<file path="src/rtl/csa_result_unpacker_pkg.sv">
// csa_result_unpacker_pkg: shared widths, record layout offsets and FSM encoding
package csa_result_unpacker_pkg;
   localparam int AXI_DATA_WIDTH = 32;
   localparam int CSA_IN_PARAMETER_LENGTH = AXI_DATA_WIDTH * 5;
   localparam int CSA_OUT_PARAMETER_LENGTH = AXI_DATA_WIDTH * 7;
   localparam int WORDS = CSA_OUT_PARAMETER_LENGTH / AXI_DATA_WIDTH;
   localparam int IN_WORDS = CSA_IN_PARAMETER_LENGTH / AXI_DATA_WIDTH;
   localparam int RDATA_LATENCY = 1;
   localparam int IDX_W = 3;
   localparam int LAT_W = 4;
   localparam int CNT_W = 32;
   localparam int W_BLOCK = 0;
   localparam int W_IN = 1;
   localparam int W_TIMES = 3;
   localparam int W_TIMES_START = 4;
   localparam int W_OUT = 5;
   typedef enum logic [1:0] {
      S_IDLE,
      S_POP,
      S_WAIT,
      S_SEND
   } state_e;
   function automatic logic [CNT_W-1:0] sat_inc(input logic [CNT_W-1:0] v);
      return (&v) ? v : v + 1'b1;
   endfunction
endpackage

</file>
<file path="src/rtl/csa_result_unpacker_if.sv">
// csa_result_unpacker_if: FIFO read port plus serialized result stream
interface csa_result_unpacker_if;
   import csa_result_unpacker_pkg::*;
   logic                                csa_out_ready;
   logic                                csa_out_ren;
   logic [CSA_OUT_PARAMETER_LENGTH-1:0] csa_out;
   logic                                res_valid;
   logic                                res_ready;
   logic [AXI_DATA_WIDTH-1:0]           res_data;
   logic [IDX_W-1:0]                    res_index;
   logic                                res_last;
   modport master (
      input  csa_out_ready, csa_out, res_ready,
      output csa_out_ren, res_valid, res_data, res_index, res_last
   );
   modport slave (
      output csa_out_ready, csa_out, res_ready,
      input  csa_out_ren, res_valid, res_data, res_index, res_last
   );
endinterface

</file>
<file path="src/rtl/csa_result_unpacker.sv">
// csa_result_unpacker: pops packed CSA results from the FIFO and streams them out word by word
module csa_result_unpacker
   import csa_result_unpacker_pkg::*;
(
   input  logic                 clk,
   input  logic                 rst,
   csa_result_unpacker_if.master bus,
   output logic [CNT_W-1:0]     res_count,
   output logic                 busy
);
   state_e                              state_q, state_d;
   logic [LAT_W-1:0]                    lat_q, lat_d;
   logic [CSA_OUT_PARAMETER_LENGTH-1:0] rec_q, rec_d;
   logic [AXI_DATA_WIDTH-1:0]           data_q, data_d;
   logic [IDX_W-1:0]                    idx_q, idx_d;
   logic [CNT_W-1:0]                    count_q, count_d;
   logic                                valid_q, valid_d;
   logic                                last_q, last_d;
   logic                                ren_q, ren_d;
   logic                                fire;
   assign fire = valid_q && bus.res_ready;
   // rec_q holds the words not yet presented, shifted down so word k+1 sits at the bottom
   always_comb begin
      state_d = state_q;
      lat_d   = lat_q;
      rec_d   = rec_q;
      data_d  = data_q;
      idx_d   = idx_q;
      count_d = count_q;
      valid_d = valid_q;
      last_d  = last_q;
      ren_d   = 1'b0;
      case (state_q)
         S_IDLE: begin
            if (bus.csa_out_ready) begin
               ren_d   = 1'b1;
               state_d = S_POP;
            end
         end
         S_POP: begin
            lat_d   = LAT_W'(RDATA_LATENCY - 1);
            state_d = S_WAIT;
         end
         S_WAIT: begin
            if (lat_q == '0) begin
               rec_d   = bus.csa_out >> AXI_DATA_WIDTH;
               data_d  = bus.csa_out[AXI_DATA_WIDTH-1:0];
               idx_d   = '0;
               last_d  = 1'b0;
               valid_d = 1'b1;
               state_d = S_SEND;
            end else begin
               lat_d = lat_q - 1'b1;
            end
         end
         S_SEND: begin
            if (fire && last_q) begin
               valid_d = 1'b0;
               last_d  = 1'b0;
               idx_d   = '0;
               count_d = sat_inc(count_q);
               state_d = S_IDLE;
            end else if (fire) begin
               data_d = rec_q[AXI_DATA_WIDTH-1:0];
               rec_d  = rec_q >> AXI_DATA_WIDTH;
               idx_d  = idx_q + 1'b1;
               last_d = idx_q == IDX_W'(WORDS - 2);
            end
         end
         default: state_d = S_IDLE;
      endcase
   end
   always_ff @(posedge clk) begin
      if (rst) begin
         state_q <= S_IDLE;
         lat_q   <= '0;
         rec_q   <= '0;
         data_q  <= '0;
         idx_q   <= '0;
         count_q <= '0;
         valid_q <= 1'b0;
         last_q  <= 1'b0;
         ren_q   <= 1'b0;
      end else begin
         state_q <= state_d;
         lat_q   <= lat_d;
         rec_q   <= rec_d;
         data_q  <= data_d;
         idx_q   <= idx_d;
         count_q <= count_d;
         valid_q <= valid_d;
         last_q  <= last_d;
         ren_q   <= ren_d;
      end
   end
   assign bus.csa_out_ren = ren_q;
   assign bus.res_valid   = valid_q;
   assign bus.res_data    = data_q;
   assign bus.res_index   = idx_q;
   assign bus.res_last    = last_q;
   assign res_count       = count_q;
   assign busy            = state_q != S_IDLE;
endmodule

</file>
<file path="src/flat_wrapper.sv">
// flat-port wrapper written by rule: the top's interface ports become plain ports
module csa_result_unpacker_flat import csa_result_unpacker_pkg::*;
  (clk, rst, res_count, busy, bus_csa_out_ready, bus_csa_out, bus_res_ready, bus_csa_out_ren, bus_res_valid, bus_res_data, bus_res_index, bus_res_last);
  csa_result_unpacker_if bus_i ();
  input  logic clk;
  input  logic rst;
  output logic [CNT_W-1:0] res_count;
  output logic busy;
  input wire logic [$bits(bus_i.csa_out_ready)-1:0] bus_csa_out_ready;
  input wire logic [$bits(bus_i.csa_out)-1:0] bus_csa_out;
  input wire logic [$bits(bus_i.res_ready)-1:0] bus_res_ready;
  output wire logic [$bits(bus_i.csa_out_ren)-1:0] bus_csa_out_ren;
  output wire logic [$bits(bus_i.res_valid)-1:0] bus_res_valid;
  output wire logic [$bits(bus_i.res_data)-1:0] bus_res_data;
  output wire logic [$bits(bus_i.res_index)-1:0] bus_res_index;
  output wire logic [$bits(bus_i.res_last)-1:0] bus_res_last;
  assign bus_i.csa_out_ready = bus_csa_out_ready;
  assign bus_i.csa_out = bus_csa_out;
  assign bus_i.res_ready = bus_res_ready;
  assign bus_csa_out_ren = bus_i.csa_out_ren;
  assign bus_res_valid = bus_i.res_valid;
  assign bus_res_data = bus_i.res_data;
  assign bus_res_index = bus_i.res_index;
  assign bus_res_last = bus_i.res_last;
  csa_result_unpacker u_core (.clk(clk), .rst(rst), .bus(bus_i), .res_count(res_count), .busy(busy));
endmodule
</file>
<file path="config.mk">
export PLATFORM = sky130hd
export DESIGN_NAME = csa_result_unpacker_flat
export DESIGN_NICKNAME = d
export VERILOG_FILES = /design/src/rtl/csa_result_unpacker_pkg.sv /design/src/rtl/csa_result_unpacker_if.sv /design/src/rtl/csa_result_unpacker.sv /design/src/flat_wrapper.sv
export SDC_FILE = /design/constraint.sdc
export NUM_CORES = 1
export LEC_CHECK = 0
export ABC_AREA = 1
export CAP_MARGIN = 20
export CORE_UTILIZATION = 25
export CTS_CLUSTER_DIAMETER = 40
export DETAILED_ROUTE_END_ITERATION = 8
export REMOVE_ABC_BUFFERS = 1
export SYNTH_ARGS = -nofsm -noshare
export SYNTH_HDL_FRONTEND = slang
export SYNTH_SLANG_ARGS = --single-unit
</file>
<file path="constraint.sdc">
create_clock -name clk -period 3.67 [get_ports clk]
set_clock_uncertainty 0.15 [all_clocks]
set_input_delay 0.734 -clock clk [delete_from_list [all_inputs] [get_ports clk]]
set_output_delay 0.734 -clock clk [all_outputs]
set_load 0.02 [all_outputs]
</file>
# Yosys cells after proc, flatten, opt, wreduce, memory -nomap -nowiden
# Index checks and enable logic that the tools add are counted.
# totals
input_bits	228
regBits	300
elab_cells	66
out_inout_bits	71
# classes
n_eq_ne	11
n_reduce_logical	15
addsub	3
bitwise_logic	2
mux	26
# op_table
cell	n
$mux W224	3
$pmux W224 S2	1
$mux W32	3
$pmux W32 S2	1
$add A32 B1 Y32 const B	1
$reduce_and A32 Y1	1
$reduce_and A3 Y1	4
$mux W3	3
$pmux W2 S4	1
$pmux W4 S2	1
$mux W1	6
$mux W2	3
$ne A2 B1 Y1 const B	3
$ne A2 B2 Y1 const B	3
$pmux W3 S2	1
$reduce_bool A2 Y1	3
$eq A2 B2 Y1 const B	2
$logic_not A4 Y1	1
$mux W4	1
$pmux W1 S2	2
$reduce_and A4 Y1	1
$sub A4 B1 Y4 const B	1
$add A3 B1 Y3 const B	1
$eq A3 B3 Y1 const B	1
other kinds (7)	9

# Depth between registers and ports, before layout
# Gate-level depths: netlist of the first run.
# depth
word_depth	4
mapped_depth	11

# Worst setup path after synthesis of the first run
# Ideal clock, no wire load.
# synth_path
path_kind	in2reg
startpoint	input rst
endpoint	register u_core.count_q[10], in the netlist u_core.res_count[10]
n_path_buf	3
path_slack_ps	1662
path_stages	4
setup_ps	143
arrival_ps	1715
cell_sequence	clkbuf_1 clkbuf_1 clkbuf_1 a21oi_2
# synth_rtl
item	line_no	text
start, declared	flat_wrapper.sv:6	input logic rst;
end signal, assigned	csa_result_unpacker.sv:90	count_q <= count_d;
end, declared	csa_result_unpacker.sv:16	logic [CNT_W-1:0] count_q, count_d;
# No word-level cell between the ends.

# Worst setup path after layout of the first run
# layout_path
startpoint	register u_core.state_q[0]
endpoint	output busy
# layout_between
elab_chain_cells	1
# layout_lines
item	line_no	text
start, declared	csa_result_unpacker.sv:11	state_e state_q, state_d;
start signal, assigned	csa_result_unpacker.sv:85	state_q <= state_d;
$reduce_bool A2 Y1	csa_result_unpacker.sv:102	assign busy = state_q != S_IDLE;
end, declared	flat_wrapper.sv:8	output logic busy;
# Every way passes these cells.

==> results of run 1 <==
-- per-stage QoR --
stage | hold WS [ns] | setup TNS [ns]
floorplan | 0.285 | -1221.12
global route | 0.333 | 0
finish | 0.309 | 0
global placement | 0.301 | 0
detailed placement | 0.304 | 0
CTS | 0.312 | 0
-- area by class of cell --
type | count | area share
Clock buffer | 61 | 0.0818
Multi-Input combinational cell | 1193 | 0.339
Tap cell | 607 | 0.0448
Timing Repair Buffer | 313 | 0.188
Clock inverter | 29 | 0.0182
Antenna cell | 5 | 0.000738
Sequential cell | 268 | 0.317
Inverter | 47 | 0.0110
-- sequential cells by signal (all words and copies together), names as in the netlist --
register	count
u_core.bus.res_index	3
u_core.res_count	32
u_core.bus.res_last	1
u_core.lat_q	4
u_core.bus.res_valid	1
u_core.bus.csa_out_ren	1
u_core.bus.res_data	32
u_core.state_q	2
u_core.rec_q	192
-- cell usage after synthesis, drive strengths merged, types with 10 or more instances --
cell	instances	area (um2)
nand2	590	2290
xor2	11	96.3
nand4	10	62.6
buf	53	439
inv	46	175
ha	10	125
nand3	21	105
a31oi	192	1200
dfxtp	268	5370
a21oi	57	357
clkbuf	73	274
nor2	84	372
o21ai	204	1020
-- cells by family (layout without fill, tap and decap cells) --
kind of cell / count (synthesis) / count (layout) / synth area share
AND/OR/NAND/NOR: 710 / 710 / 0.238
AO/OA/AOI/OAI: 455 / 455 / 0.216
flip-flops: 268 / 268 / 0.448
buffers and inverters: 173 / 450 / 0.0744
XOR/XNOR: 18 / 18 / 0.0132
adder cells (fa/ha/maj): 10 / 10 / 0.0104
other: 0 / 5 / 0
-- worst min-delay path, stage by stage (launching register included) --
cell,delay [ns]
sky130_fd_sc_hd__dfxtp_1,0.30
sky130_fd_sc_hd__nand2_1,0.06
sky130_fd_sc_hd__a21oi_1,0.05
-- how the worst max path moves through the flow --
stage	from	end	slack, ns	cells past startpoint
after floorplan	u_core.state_q[0]	u_core.bus.res_data[0]	-5.20	8
after detailed placement	bus_res_ready	u_core.bus.res_data[7]	0.78	9
after CTS	u_core.state_q[0]	busy	0.61	4
after global placement	bus_res_ready	u_core.rec_q[191]	0.84	9
final	u_core.state_q[0]	busy	0.70	4
after global routing	u_core.state_q[0]	busy	0.59	4
-- where the power goes --
group	switching, W	internal, W	leakage (nW)
Clock	0.00162	0.00298	0.823
Combinational	0.00215	0.00139	3.28
Sequential	0.000471	0.00382	2.19
Total	0.00424	0.00819	6.29
-- per-layer routing --
layer,vias up,global-route usage,wire (um)
li1,6018,-,-
met1,5476,0.190,16800
met2,370,0.236,16700
met3,66,0.0489,2940
met4,6,0.0478,773
met5,-,0,34
==> impl_metrics.toml, run 1 <==
[timing]
timing.max_slew.rel_slack = 0.302
report.final.slew_viol_count = 0
post-route-period-util = 0.809
report.final.setup_viol = 0
unrepaired_setup_endpoints_after_global_routing = "false"
setup_ws_ns = 0.700
finalWorstPathRequiredPeriod_ns = 2.97
final-hold-violation-count = 0
fmaxAchievable_ghz = 0.337
worst_slew_pin_slew_ns = 1.05

[final_layout]
multi_input_area_um2 = 5750
layout_commonest_cell = "sky130_fd_sc_hd__nand2_1"
drive_gt1_frac = 0.0795
area_delta_synth_final_pct = 41.4
final_util = 0.361
fillCellCount = 4833
finalNonFillerCells = 2523
nNetsFinal = 2111
seq_area_um2 = 5370
mostFrequentLayoutCells = "570 x sky130_fd_sc_hd__nand2_1, 297 x sky130_fd_sc_hd__clkdlybuf4s50_1, 268 x sky130_fd_sc_hd__dfxtp_1"
finalInstanceArea_um2 = 16900

[synthesis]
synth_edf_count = 0
synth.yosys.seq_area_share = 0.448
syn-cell-area_um2 = 12000
register_bit_total_from_synthesis = 268
syn_avg_cell_area_um2 = 7.33
synth_top_flop_cell = "sky130_fd_sc_hd__dfxtp_1"
synth_async_sr_flop_share = 0
netlist-cell-type-count = 33
post_synth_inst_count = 1634
number_of_warnings_reported_in_the_yosys_synthesis_log = 0

[drt]
routed_via_density = 4.73
number_of_vias_after_detailed_routing = 11900
wl_mm = 37.2
detailedRoute.firstIterationViolations = 924
detailedRoute.firstPassIterationCount = 5
ant_nets = 0
remaining_drc_errors = 0
avgRoutedWirePerCell_um = 14.8

[cts]
cts_tree = "built"
cts_buffer_depth = 3
cts-resized-gates = 0
clk-insertion-delay-late_ns = 0.56
cts.htree.levels = 2
clkSinkCount = 268
cts_setup_buffers = 0
root_buffer = "sky130_fd_sc_hd__clkbuf_16"
number_of_buffers_inserted_for_hold_repair_after_clock_tree_synthesis = 0
clk_pin_slew_ns = 0.05
cts-buffers-inserted = 50

[global_routing]
grt-ovfl-total = 0
tot_gr_track_use = 0.149
grt_start_max_net_pins = 193
via_count_of_the_first_global_routing_pass = 11300
grt_antenna_before_repair = 8
grt_pass1_wl_mm = 59.6

[worst_setup_path]
crit_arrival_ns = 2.09
worst_path_largest_cell_delay_ns = 0.67
crit_path_max_fanout = 4
criticalPathCategory = "reg2out"
crit_top_cell = "sky130_fd_sc_hd__inv_1"
timing.critical_path.to_type = "output port"
timing.critical_path.slowest_stage_cell = "sky130_fd_sc_hd__clkdlybuf4s50_1"
ff_to_ff_start = "u_core.state_q[0]"
critical_path.n_buffers_inverters = 3
cp.required_ns = 2.79
worstSetupStartpointType = "flop"
crit-reg2reg-capture = "u_core.rec_q[190]"
worst_path_dominant_cell_family = "buffers and inverters"
crit_chain = "inv_1 > ha_1 > inv_1 > clkdlybuf4s50_1"
timing.reg2reg.worst_path_depth = 10
r2r_slack_ns = 1.09

[placement]
place_inst = 2428
globalplace.congestion = 0.891
dpl_worst_slack_ns = 0.776
placed_cell_area_um2 = 15200
dpl.hpwl_mm = 23.8
place.port_buffers = 298

[die]
die_height_um = 221
top_level_i_o_count = 299
floorplan.initialDensity = 0.255
die_x_um = 221
floorplan.core_area_um2 = 47000
core.rowCount = 79
die_area_um2 = 48800

[worst_hold_path]
worstHoldPathType = "reg2reg"
hold_depth = 2
hold_end = "u_core.rec_q[185]"
min_from = "u_core.rec_q[185]"

[power]
power.density_nw_per_um2 = 733
power.total_w = 0.0124
irDropWorstVdd_v = 0.000326
total_leakage_power_nw = 6.29

[job]
maxCapViolCount = 0

[status]
status = "completed"
Note: power is estimated with default switching activity, not from simulation.
==> run 2, diff against run 1 <==
==> constraint.sdc (replaced) <==
create_clock -name clk -period 2.5 [get_ports clk]
set_clock_uncertainty 0.15 [all_clocks]
set_input_delay 0.5 -clock clk [delete_from_list [all_inputs] [get_ports clk]]
set_output_delay 0.5 -clock clk [all_outputs]
set_load 0.02 [all_outputs]
==> run 2 against run 1 <==
Against the previous run: core utilization up 0.99 points; wire length is 0.69% higher; sequential power increased by 47%; non-clock buffer count grew 16; count of clock-buffer cells in the layout rose by 1; clock power up 63%; final cell count increased by 0.83%; sequential cell count unchanged; power is 55% higher; die area is the same; via count barely moved; first-iteration DRC count grew 4.2%.
==> impl_metrics.toml, run 2 (synthesis gave the netlist of run 1 again) <==
[status]
status = "completed"

[worst_hold_path]
worstHoldPathType = "in2reg"

[timing]
worst_hold_slack_across_all_endpoints_ns = 0.149
timing.max_slew.rel_slack = 0.348
timing.setup.tns_ns = 0
finalWorstPathRequiredPeriod_ns = 2.35
report.final.setup_viol = 0
fmaxAchievable_ghz = 0.426
report.final.slew_viol_count = 0
final-hold-violation-count = 0
unrepaired_setup_endpoints_after_global_routing = "false"
post-route-period-util = 0.940
worst_slew_pin_slew_ns = 0.978

[power]
netSwitchingFraction = 0.335
combinational_group_share_of_total_power = 0.286
seqPwrFrac = 0.326
sw_power_w = 0.00647
power.density_nw_per_um2 = 1110
clockPowerShare = 0.388
total_leakage_power_nw = 6.52
p_int_w = 0.0128
irDropWorstVdd_v = 0.000490

[placement]
place_inst = 2444
globalplace.congestion = 0.854
place.port_buffers = 298
dpl.hpwl_mm = 24.3

[worst_setup_path]
worst_path_largest_cell_delay_ns = 0.67
cp.required_ns = 1.85
criticalPathCategory = "reg2out"
crit_chain = "clkdlybuf4s50_1"
critical_path.n_buffers_inverters = 1
worst_path_dominant_cell_family = "buffers and inverters"
timing.critical_path.to_type = "output port"
crit_arrival_ns = 1.70
worstSetupStartpointType = "flop"
timing.critical_path.slowest_stage_cell = "sky130_fd_sc_hd__clkdlybuf4s50_1"
crit_path_max_fanout = 6

[drt]
detailedRoute.firstIterationViolations = 963
wl_met1_mm = 17.0
dr_wl_met2_mm = 16.8
wl_mm = 37.5
routed_via_density = 4.70
wl_met3_mm = 2.72
remaining_drc_errors = 0
detailedRoute.firstPassIterationCount = 5
ant_nets = 0
avgRoutedWirePerCell_um = 14.7
route.top_layer_used = "met5"
number_of_vias_after_detailed_routing = 11900

[cts]
cts_buffer_depth = 3
root_buffer = "sky130_fd_sc_hd__clkbuf_16"
clkSinkCount = 268
clk-insertion-delay-late_ns = 0.57
clk_pin_slew_ns = 0.05
cts-buffers-inserted = 52
cts.htree.levels = 2
cts_tree = "built"

[final_layout]
finalNonFillerCells = 2544
drive_gt1_frac = 0.0925
mostFrequentLayoutCells = "570 x sky130_fd_sc_hd__nand2_1, 296 x sky130_fd_sc_hd__clkdlybuf4s50_1, 267 x sky130_fd_sc_hd__dfxtp_1"
area_delta_synth_final_pct = 45.3
number_of_flip_flops_in_the_largest_register = 192
nNetsFinal = 2129
layout_commonest_cell = "sky130_fd_sc_hd__nand2_1"
fillCellCount = 4808
registers.top_by_ff_count = "u_core.rec_q"

[die]
floorplan.core_area_um2 = 47000
die_height_um = 221
core.rowCount = 79
die_x_um = 221
top_level_i_o_count = 299
floorplan.initialDensity = 0.255
die_area_um2 = 48800

[global_routing]
grt-ovfl-total = 0
tot_gr_track_use = 0.152
via_count_of_the_first_global_routing_pass = 11400
grt_start_max_net_pins = 124
grt_antenna_before_repair = 6
grt_pass1_wl_mm = 60.9

[job]
maxCapViolCount = 0
run 2: changes by cell type in the layout (fill, tap and decap cells not counted), moves of 2 or more:
cell                        change
sky130_fd_sc_hd__buf_12        +12
sky130_fd_sc_hd__buf_4          +4
sky130_fd_sc_hd__bufinv_16      +4
sky130_fd_sc_hd__inv_6          +4
sky130_fd_sc_hd__clkinv_2       -3
sky130_fd_sc_hd__diode_2        -3
sky130_fd_sc_hd__inv_8          +2
run 2: path summary, 6_finish.rpt:
check	startpoint	endpoint	slack [ns]	cells past startpoint
worst max-delay path	u_core.res_count[21]	res_count[21]	0.15	1
worst min-delay path	rst	u_core.rec_q[27]	0.15	4
worst max register to register	u_core.state_q[0]	u_core.rec_q[152]	0.29	9
worst min register to register	u_core.rec_q[189]	u_core.rec_q[189]	0.31	2
run 2: timing repair:
item | in CTS | in global routing
gates resized for setup | 3 | 1
endpoints found under the setup margin | 2 | 1
hold endpoints to repair | 0 | 0
hold buffers | 0 | 0
cloned | 0 | 0
setup buffers | 0 | 0
run 2: layout make-up:
| cell class | count | area, um2 | area share |
|---|---|---|---|
| Multi-Input combinational cell | 1193 | 5750 | 0.330 |
| Sequential cell | 268 | 5370 | 0.308 |
| Timing Repair Buffer | 329 | 3450 | 0.198 |
| Clock buffer | 62 | 1420 | 0.0816 |
| Tap cell | 607 | 759 | 0.0436 |
| Clock inverter | 36 | 479 | 0.0275 |
| Inverter | 47 | 186 | 0.0107 |
| Antenna cell | 2 | 5.00 | 0.000287 |
run 2: power by group through the flow:
stage	sequential [W]	combinational (W)	clock (W)
global route	0.00645	0.00619	0.00788
finish	0.00629	0.00552	0.00750
floorplan	0.00641	0.00280	0
detailed placement	0.00634	0.00559	0
global placement	0.00632	0.00547	0
CTS	0.00628	0.00561	0.00768
run 2: metal layers:
layer | vias up | track usage
met5 | - | 0
met4 | 8 | 0.0519
li1 | 6052 | -
met3 | 76 | 0.0447
met1 | 5476 | 0.198
met2 | 335 | 0.239
run 2: metrics by stage:
| step | power [W] | instance area (um2) | worst slack (ns) | utilization |
|---|---|---|---|---|
| global placement | 0.0118 | 15500 | 0.140 | 0.330 |
| global route | 0.0205 | 17400 | 0.0620 | 0.371 |
| floorplan | 0.00921 | 11300 | -6.37 | - |
| detailed placement | 0.0119 | 15500 | 0.159 | 0.330 |
| CTS | 0.0196 | 17400 | 0.00202 | 0.371 |
| finish | 0.0193 | 17400 | 0.150 | 0.371 |
run 2: tightest hold or removal path: stages:
cell                      delay, ns
sky130_fd_sc_hd__buf_4         0.13
sky130_fd_sc_hd__inv_6         0.07
sky130_fd_sc_hd__o21ai_1       0.07
sky130_fd_sc_hd__a31oi_1       0.04
